[config.mk]
export PLATFORM = sky130hd
export DESIGN_NAME = heq_lut_sequencer
export DESIGN_NICKNAME = d
export VERILOG_FILES = /design/src/rtl/heq_lut_sequencer_pkg.sv /design/src/rtl/heq_lut_sequencer_cdf_min_scan.sv /design/src/rtl/heq_lut_sequencer.sv
export SDC_FILE = /design/constraint.sdc
export NUM_CORES = 1
export LEC_CHECK = 0
export CAP_MARGIN = 20
export CORE_MARGIN = 3
export CORE_UTILIZATION = 30
export DETAILED_ROUTE_END_ITERATION = 10
export MAX_ROUTING_LAYER = met4
export PLACE_DENSITY = 0.57
export SLEW_MARGIN = 20
export SYNTH_ARGS = -nofsm -noshare
export SYNTH_HDL_FRONTEND = slang
export SYNTH_HIERARCHICAL = 1
export SYNTH_SLANG_ARGS = --single-unit
[constraint.sdc]
create_clock -name clk -period 12.14 [get_ports clk]
set_input_delay 2.428 -clock clk [delete_from_list [all_inputs] [get_ports clk]]
set_output_delay 2.428 -clock clk [all_outputs]
set_load 0.005 [all_outputs]
[src/rtl/heq_lut_sequencer_pkg.sv]
// Shared definitions for the histogram-equalisation LUT sequencer:
// FSM state encoding, default frame constants and the x*255 scaling helper.
package heq_pkg;

    localparam int HEQ_NUM_BINS  = 256;
    localparam int HEQ_PIX_TOTAL = 64;
    localparam int HEQ_DYN_MAX   = 255;

    typedef enum logic [3:0] {
        ST_IDLE,
        ST_SCAN_RD,
        ST_SCAN_CHK,
        ST_CALC_RD,
        ST_CALC_EVAL,
        ST_CALC_ISSUE,
        ST_CALC_WAIT,
        ST_WRITE,
        ST_DONE
    } heq_state_t;

    // x*255 without a multiplier: shift by 8 and subtract once.
    function automatic logic [31:0] heq_scale(input logic [31:0] x);
        return (x << 8) - x;
    endfunction

endpackage

[src/rtl/heq_lut_sequencer_cdf_min_scan.sv]
// First-non-zero scan over the CDF memory. Owns the scan bin counter and the
// cdf_min register; the caller presents read data and pulses check once per bin.
module heq_cdf_min_scan
    import heq_pkg::*;
#(
    parameter int NUM_BINS = HEQ_NUM_BINS,
    parameter int ADDR_W   = 8,
    parameter int CDF_W    = 16
) (
    input  logic              clk,
    input  logic              reset,
    input  logic              clear,
    input  logic              check,
    input  logic [CDF_W-1:0]  rd_data,
    output logic [ADDR_W-1:0] bin,
    output logic              hit,
    output logic              last,
    output logic [CDF_W-1:0]  cdf_min
);

    assign hit  = check && (rd_data != '0);
    assign last = (bin == ADDR_W'(NUM_BINS - 1));

    // Advance through zero entries; stop and latch on the first non-zero one.
    // An all-zero memory leaves cdf_min at 0 with bin parked on the last entry.
    always_ff @(posedge clk) begin
        if (!reset) begin
            bin     <= '0;
            cdf_min <= '0;
        end else if (clear) begin
            bin     <= '0;
            cdf_min <= '0;
        end else if (check) begin
            if (rd_data != '0)
                cdf_min <= rd_data;
            else if (!last)
                bin <= bin + 1'b1;
        end
    end

endmodule

[src/rtl/heq_lut_sequencer.sv]
// Histogram-equalisation mapping controller. Finds cdf_min, then walks every
// bin through the external divider and writes g = (cdf-cdf_min)*DYN_MAX /
// (PIX_TOTAL-cdf_min) into the LUT, one write per bin in ascending order.
// Optional macro HEQ_DIV_TIMEOUT_EN adds a divider watchdog and sticky err.
module heq_lut_sequencer
    import heq_pkg::*;
#(
    parameter int NUM_BINS  = HEQ_NUM_BINS,
    parameter int ADDR_W    = 8,
    parameter int CDF_W     = 16,
    parameter int DIV_W     = 16,
    parameter int PIX_TOTAL = HEQ_PIX_TOTAL,
    parameter int DYN_MAX   = HEQ_DYN_MAX,
    parameter int TIMEOUT   = 64
) (
    input  logic              clk,
    input  logic              reset,
    input  logic              start,
    output logic [ADDR_W-1:0] cdf_rd_addr,
    input  logic [CDF_W-1:0]  cdf_rd_data,
    output logic              div_enable,
    output logic [DIV_W-1:0]  div_dividend,
    output logic [DIV_W-1:0]  div_divisor,
    input  logic              div_done,
    input  logic [7:0]        div_quotient,
    output logic              lut_wr_en,
    output logic [ADDR_W-1:0] lut_wr_addr,
    output logic [7:0]        lut_wr_data,
    output logic [CDF_W-1:0]  cdf_min,
    output logic              busy,
    output logic              done,
    output logic              err
);

    // The largest dividend must fit the divider operand width.
    generate
        if ((PIX_TOTAL * DYN_MAX >= 2 ** DIV_W) || (TIMEOUT < 1)) begin : g_bad_cfg
            $error("heq_lut_sequencer: PIX_TOTAL*DYN_MAX overflows DIV_W or TIMEOUT < 1");
        end
    endgenerate

    heq_state_t        state;
    logic [ADDR_W-1:0] bin;

    logic [ADDR_W-1:0] scan_bin;
    logic              scan_hit;
    logic              scan_last;
    logic              scan_clear;
    logic              scan_check;

    assign scan_clear = (state == ST_IDLE) && start;
    assign scan_check = (state == ST_SCAN_CHK);

    heq_cdf_min_scan #(
        .NUM_BINS (NUM_BINS),
        .ADDR_W   (ADDR_W),
        .CDF_W    (CDF_W)
    ) u_scan (
        .clk     (clk),
        .reset   (reset),
        .clear   (scan_clear),
        .check   (scan_check),
        .rd_data (cdf_rd_data),
        .bin     (scan_bin),
        .hit     (scan_hit),
        .last    (scan_last),
        .cdf_min (cdf_min)
    );

    // Per-bin evaluation terms, valid while CDF read data for bin is present.
    logic              below_min;
    logic              flat_frame;
    logic [CDF_W-1:0]  cdf_diff;
    logic [DIV_W-1:0]  divisor_c;
    logic [DIV_W-1:0]  dividend_c;
    logic              last_bin;

    assign below_min  = cdf_rd_data < cdf_min;
    assign cdf_diff   = cdf_rd_data - cdf_min;
    assign divisor_c  = DIV_W'(PIX_TOTAL) - DIV_W'(cdf_min);
    assign flat_frame = (divisor_c == '0);
    assign dividend_c = DIV_W'(heq_scale(32'(cdf_diff)));
    assign last_bin   = (bin == ADDR_W'(NUM_BINS - 1));

`ifdef HEQ_DIV_TIMEOUT_EN
    localparam int TMO_W = $clog2(TIMEOUT + 1);
    logic [TMO_W-1:0] tmo_cnt;
    logic             err_q;
    assign err = err_q;
`else
    assign err = 1'b0;
`endif

    // Main sequencer: scan for cdf_min, then read/evaluate/divide/write per bin.
    always_ff @(posedge clk) begin
        if (!reset) begin
            state        <= ST_IDLE;
            bin          <= '0;
            cdf_rd_addr  <= '0;
            div_enable   <= 1'b0;
            div_dividend <= '0;
            div_divisor  <= '0;
            lut_wr_en    <= 1'b0;
            lut_wr_addr  <= '0;
            lut_wr_data  <= '0;
            busy         <= 1'b0;
            done         <= 1'b0;
`ifdef HEQ_DIV_TIMEOUT_EN
            tmo_cnt      <= '0;
            err_q        <= 1'b0;
`endif
        end else begin
            lut_wr_en <= 1'b0;
            done      <= 1'b0;
            case (state)
                ST_IDLE: begin
                    if (start) begin
                        busy        <= 1'b1;
                        cdf_rd_addr <= '0;
                        state       <= ST_SCAN_RD;
`ifdef HEQ_DIV_TIMEOUT_EN
                        err_q       <= 1'b0;
`endif
                    end
                end
                ST_SCAN_RD: state <= ST_SCAN_CHK;
                ST_SCAN_CHK: begin
                    if (scan_hit || scan_last) begin
                        bin         <= '0;
                        cdf_rd_addr <= '0;
                        state       <= ST_CALC_RD;
                    end else begin
                        cdf_rd_addr <= scan_bin + 1'b1;
                        state       <= ST_SCAN_RD;
                    end
                end
                ST_CALC_RD: state <= ST_CALC_EVAL;
                ST_CALC_EVAL: begin
                    lut_wr_addr <= bin;
                    if (below_min) begin
                        lut_wr_data <= '0;
                        lut_wr_en   <= 1'b1;
                        state       <= ST_WRITE;
                    end else if (flat_frame) begin
                        lut_wr_data <= 8'(DYN_MAX);
                        lut_wr_en   <= 1'b1;
                        state       <= ST_WRITE;
                    end else begin
                        div_dividend <= dividend_c;
                        div_divisor  <= divisor_c;
                        div_enable   <= 1'b1;
                        state        <= ST_CALC_ISSUE;
                    end
                end
                ST_CALC_ISSUE: begin
                    if (div_done) begin
                        div_enable  <= 1'b0;
                        lut_wr_data <= div_quotient;
                        lut_wr_en   <= 1'b1;
                        state       <= ST_WRITE;
                    end else begin
                        state <= ST_CALC_WAIT;
`ifdef HEQ_DIV_TIMEOUT_EN
                        tmo_cnt <= '0;
`endif
                    end
                end
                ST_CALC_WAIT: begin
                    if (div_done) begin
                        div_enable  <= 1'b0;
                        lut_wr_data <= div_quotient;
                        lut_wr_en   <= 1'b1;
                        state       <= ST_WRITE;
                    end
`ifdef HEQ_DIV_TIMEOUT_EN
                    // A silent divider costs this bin a zero entry, not the pass.
                    else if (tmo_cnt == TMO_W'(TIMEOUT - 1)) begin
                        div_enable  <= 1'b0;
                        err_q       <= 1'b1;
                        lut_wr_data <= '0;
                        lut_wr_en   <= 1'b1;
                        state       <= ST_WRITE;
                    end else begin
                        tmo_cnt <= tmo_cnt + 1'b1;
                    end
`endif
                end
                ST_WRITE: begin
                    if (last_bin) begin
                        done  <= 1'b1;
                        busy  <= 1'b0;
                        state <= ST_DONE;
                    end else begin
                        bin         <= bin + 1'b1;
                        cdf_rd_addr <= bin + 1'b1;
                        state       <= ST_CALC_RD;
                    end
                end
                ST_DONE: state <= ST_IDLE;
                default: state <= ST_IDLE;
            endcase
        end
    end

endmodule

==> results.json <==
{
  "synth_area_leader_cell": "dfxtp_1",
  "fp.dieH_um": 146,
  "ant_nets": 0,
  "mostFrequentLayoutCell": "clkdlybuf4s50_1",
  "dp_hpwl_um": 12800,
  "grt_use_total_pct": 16.5,
  "cts_resized": 0,
  "maxCapViolCount": 0,
  "cts.hold.buffers_added": 0,
  "finish.utilization_pct": 38.9,
  "fin_setup_tns_ns": 0,
  "yosysTopAreaCellShare_pct": 32.7,
  "insertion_delay_ns": 0.36,
  "wire_per_inst_um": 16.2,
  "synth_area_leaders": "dfxtp_1 33%, ha_1 6.2%, a21oi_1 5.8%",
  "ir_worst_vdd_mv": 0.0769,
  "avgSynthCellArea_um2": 8.03,
  "cp_max_fo": 4,
  "die_area_mm2": 0.0213,
  "cts_root_buf": "clkbuf_16",
  "post-route-period-util_pct": 51.4,
  "nFillCells": 1947,
  "final_cell_mix": "103 x clkdlybuf4s50_1, 96 x dfxtp_1, 87 x nand2_1",
  "via_per_inst": 5.11,
  "arrival_ns": 6.53,
  "hold_viol_final": 0,
  "drc": 0,
  "cts_max_level": 3,
  "cts.sinks": 96,
  "grt_pass1_wl_um": 27900,
  "setup_viol": 0,
  "area_delta_synth_final_pct": 25.4,
  "startpoint_type": "primary input",
  "synth_ff_type": "dfxtp_1",
  "required_ns": 12.43,
  "synth_warnings": 6,
  "postSynthNetCount": 789,
  "criticalPathCategory": "in -> reg",
  "holdWs_ns": 0.457,
  "min_path_type": "reg -> reg",
  "grt_max_degree": 63,
  "num_io_pins": 105,
  "endpoint_kind": "flop",
  "drt-initial-drc-count": 373,
  "clk_pin_slew_ns": 0.07,
  "fin_nets": 871,
  "ys_seq_area_share_pct": 32.7,
  "initial_core_util_pct": 31.0,
  "ys_ff_latch": 96,
  "drt_first_pass_iters": 5,
  "wl_um": 17400,
  "port-buffer-count": 103,
  "total_power_uw": 812,
  "outcome": "finished, final reports clean",
  "slew_headroom_pct": 32.7,
  "layout-drive-gt1-share_pct": 5.50,
  "synthCells": 731,
  "die_x_um": 146,
  "power.density_mw_per_mm2": 110,
  "fin_ws_ns": 5.89,
  "antenna_found_initial": 0,
  "tightest_slew_ns": 1.00,
  "cts-buffers-inserted": 9,
  "p_leak_uw": 0.00255,
  "async_flop_share_pct": 0,
  "rsz0062_at_grt": "false",
  "synth_area_mm2": 0.00587,
  "finClkSkew_ns": 0.0127,
  "post-place-ws_ns": 5.56,
  "slew_viol_final": 0,
  "overflow": 0,
  "synth-edff-count": 0,
  "clk_path_buf_depth": 2,
  "num_rows": 50,
  "core-area_mm2": 0.0190,
  "period_needed_ns": 6.25,
  "timing.fmax_mhz": 160,
  "gp_congestion": 0.868,
  "first_global_vias": 5141,
  "num_vias": 5508,
  "cts_setup_buffers": 0,
  "diodes": 0,
  "cts_tree": "done",
  "synth.distinct_cells": 76
}
==> registers in the layout (all words and copies together) (netlist names), 4 cells and up <==
name	count
div_dividend	16
div_divisor	16
u_scan/cdf_min	16
lut_wr_data	8
u_scan/bin	8
lut_wr_addr	8
state	4
bin	8
cdf_rd_addr	8
==> worst max-delay path, stage by stage <==
cell	delay, ns
clkdlybuf4s50_1	0.48
inv_1	0.09
ha_1	0.16
inv_1	0.05
fa_1	0.40
a21o_1	0.19
a221oi_1	0.38
a21oi_1	0.21
a41o_1	0.28
a21o_1	0.20
xnor2_1	0.15
ha_1	0.32
o211a_1	0.17
nand3_1	0.08
nor4_1	0.34
nor3_1	0.13
or2_2	0.32
o211ai_2	0.15
==> routing by layer <==
metal / up-vias / share of wire, % / track usage [%]
met5: - / 0 / -
met4: 0 / 1.4 / 4.70
met3: 17 / 6.2 / 3.61
met2: 166 / 41 / 23.3
met1: 2561 / 51 / 23.6
li1: 2764 / - / -
==> synthesized netlist by cell type, types with 14 or more instances <==
library cell / count
a21o_1: 16
xnor2_1: 34
nand2_1: 87
nor3_1: 26
xor2_1: 14
clkbuf_1: 26
a21oi_1: 68
inv_1: 39
dfxtp_1: 96
nor2_1: 66
o21ai_0: 24
nand3_1: 26
ha_1: 29
mux2i_1: 21
==> kinds of logic after synthesis <==
kind of cell / count (synthesis) / synth area share (%)
flops: 96 / 32.7
buf+inv: 75 / 5.67
mux: 22 / 3.77
xor+xnor: 48 / 7.16
simple gates: 285 / 24.3
fa+ha+maj: 30 / 6.52
compound gates: 174 / 19.8
other cells: 1 / 0.0639
==> through the flow <==
stage,area [um2],instances
after detailed placement,7070,1062
after global routing,7370,1078
after floorplan,5870,731
after global placement,7070,1062
after CTS,7370,1078
final,7370,1078
==> final timing paths <==
kind	from	slack [ns]	cells after the start	end
worst max register to register	u_scan/cdf_min[0]	7.90	16	div_dividend[15]
worst min register to register	lut_wr_addr[2]	0.46	2	lut_wr_addr[2]
worst max-delay path	cdf_rd_data[0]	5.89	18	div_dividend[15]
worst min-delay path	lut_wr_addr[2]	0.46	2	lut_wr_addr[2]
==> report_power, final <==
part           switching, uW  leakage, uW  total [uW]  internal (uW)
clock network            139     0.000145         293            154
registers               8.21     0.000776         330            322
logic                    107      0.00163         189           82.2
total                    254      0.00255         812            558
==> layout make-up <==
type / count / area [um2] / area share (%)
timing repair buffer: 106 / 1050 / 14.3
sequential: 96 / 1920 / 26.1
inverter: 40 / 150 / 2.04
multi-input combinational: 560 / 3620 / 49.1
clock inverter: 5 / 45.0 / 0.611
clock buffer: 11 / 253 / 3.43
tap: 260 / 325 / 4.42
No activity file was read; power rests on OpenSTA's default activity.
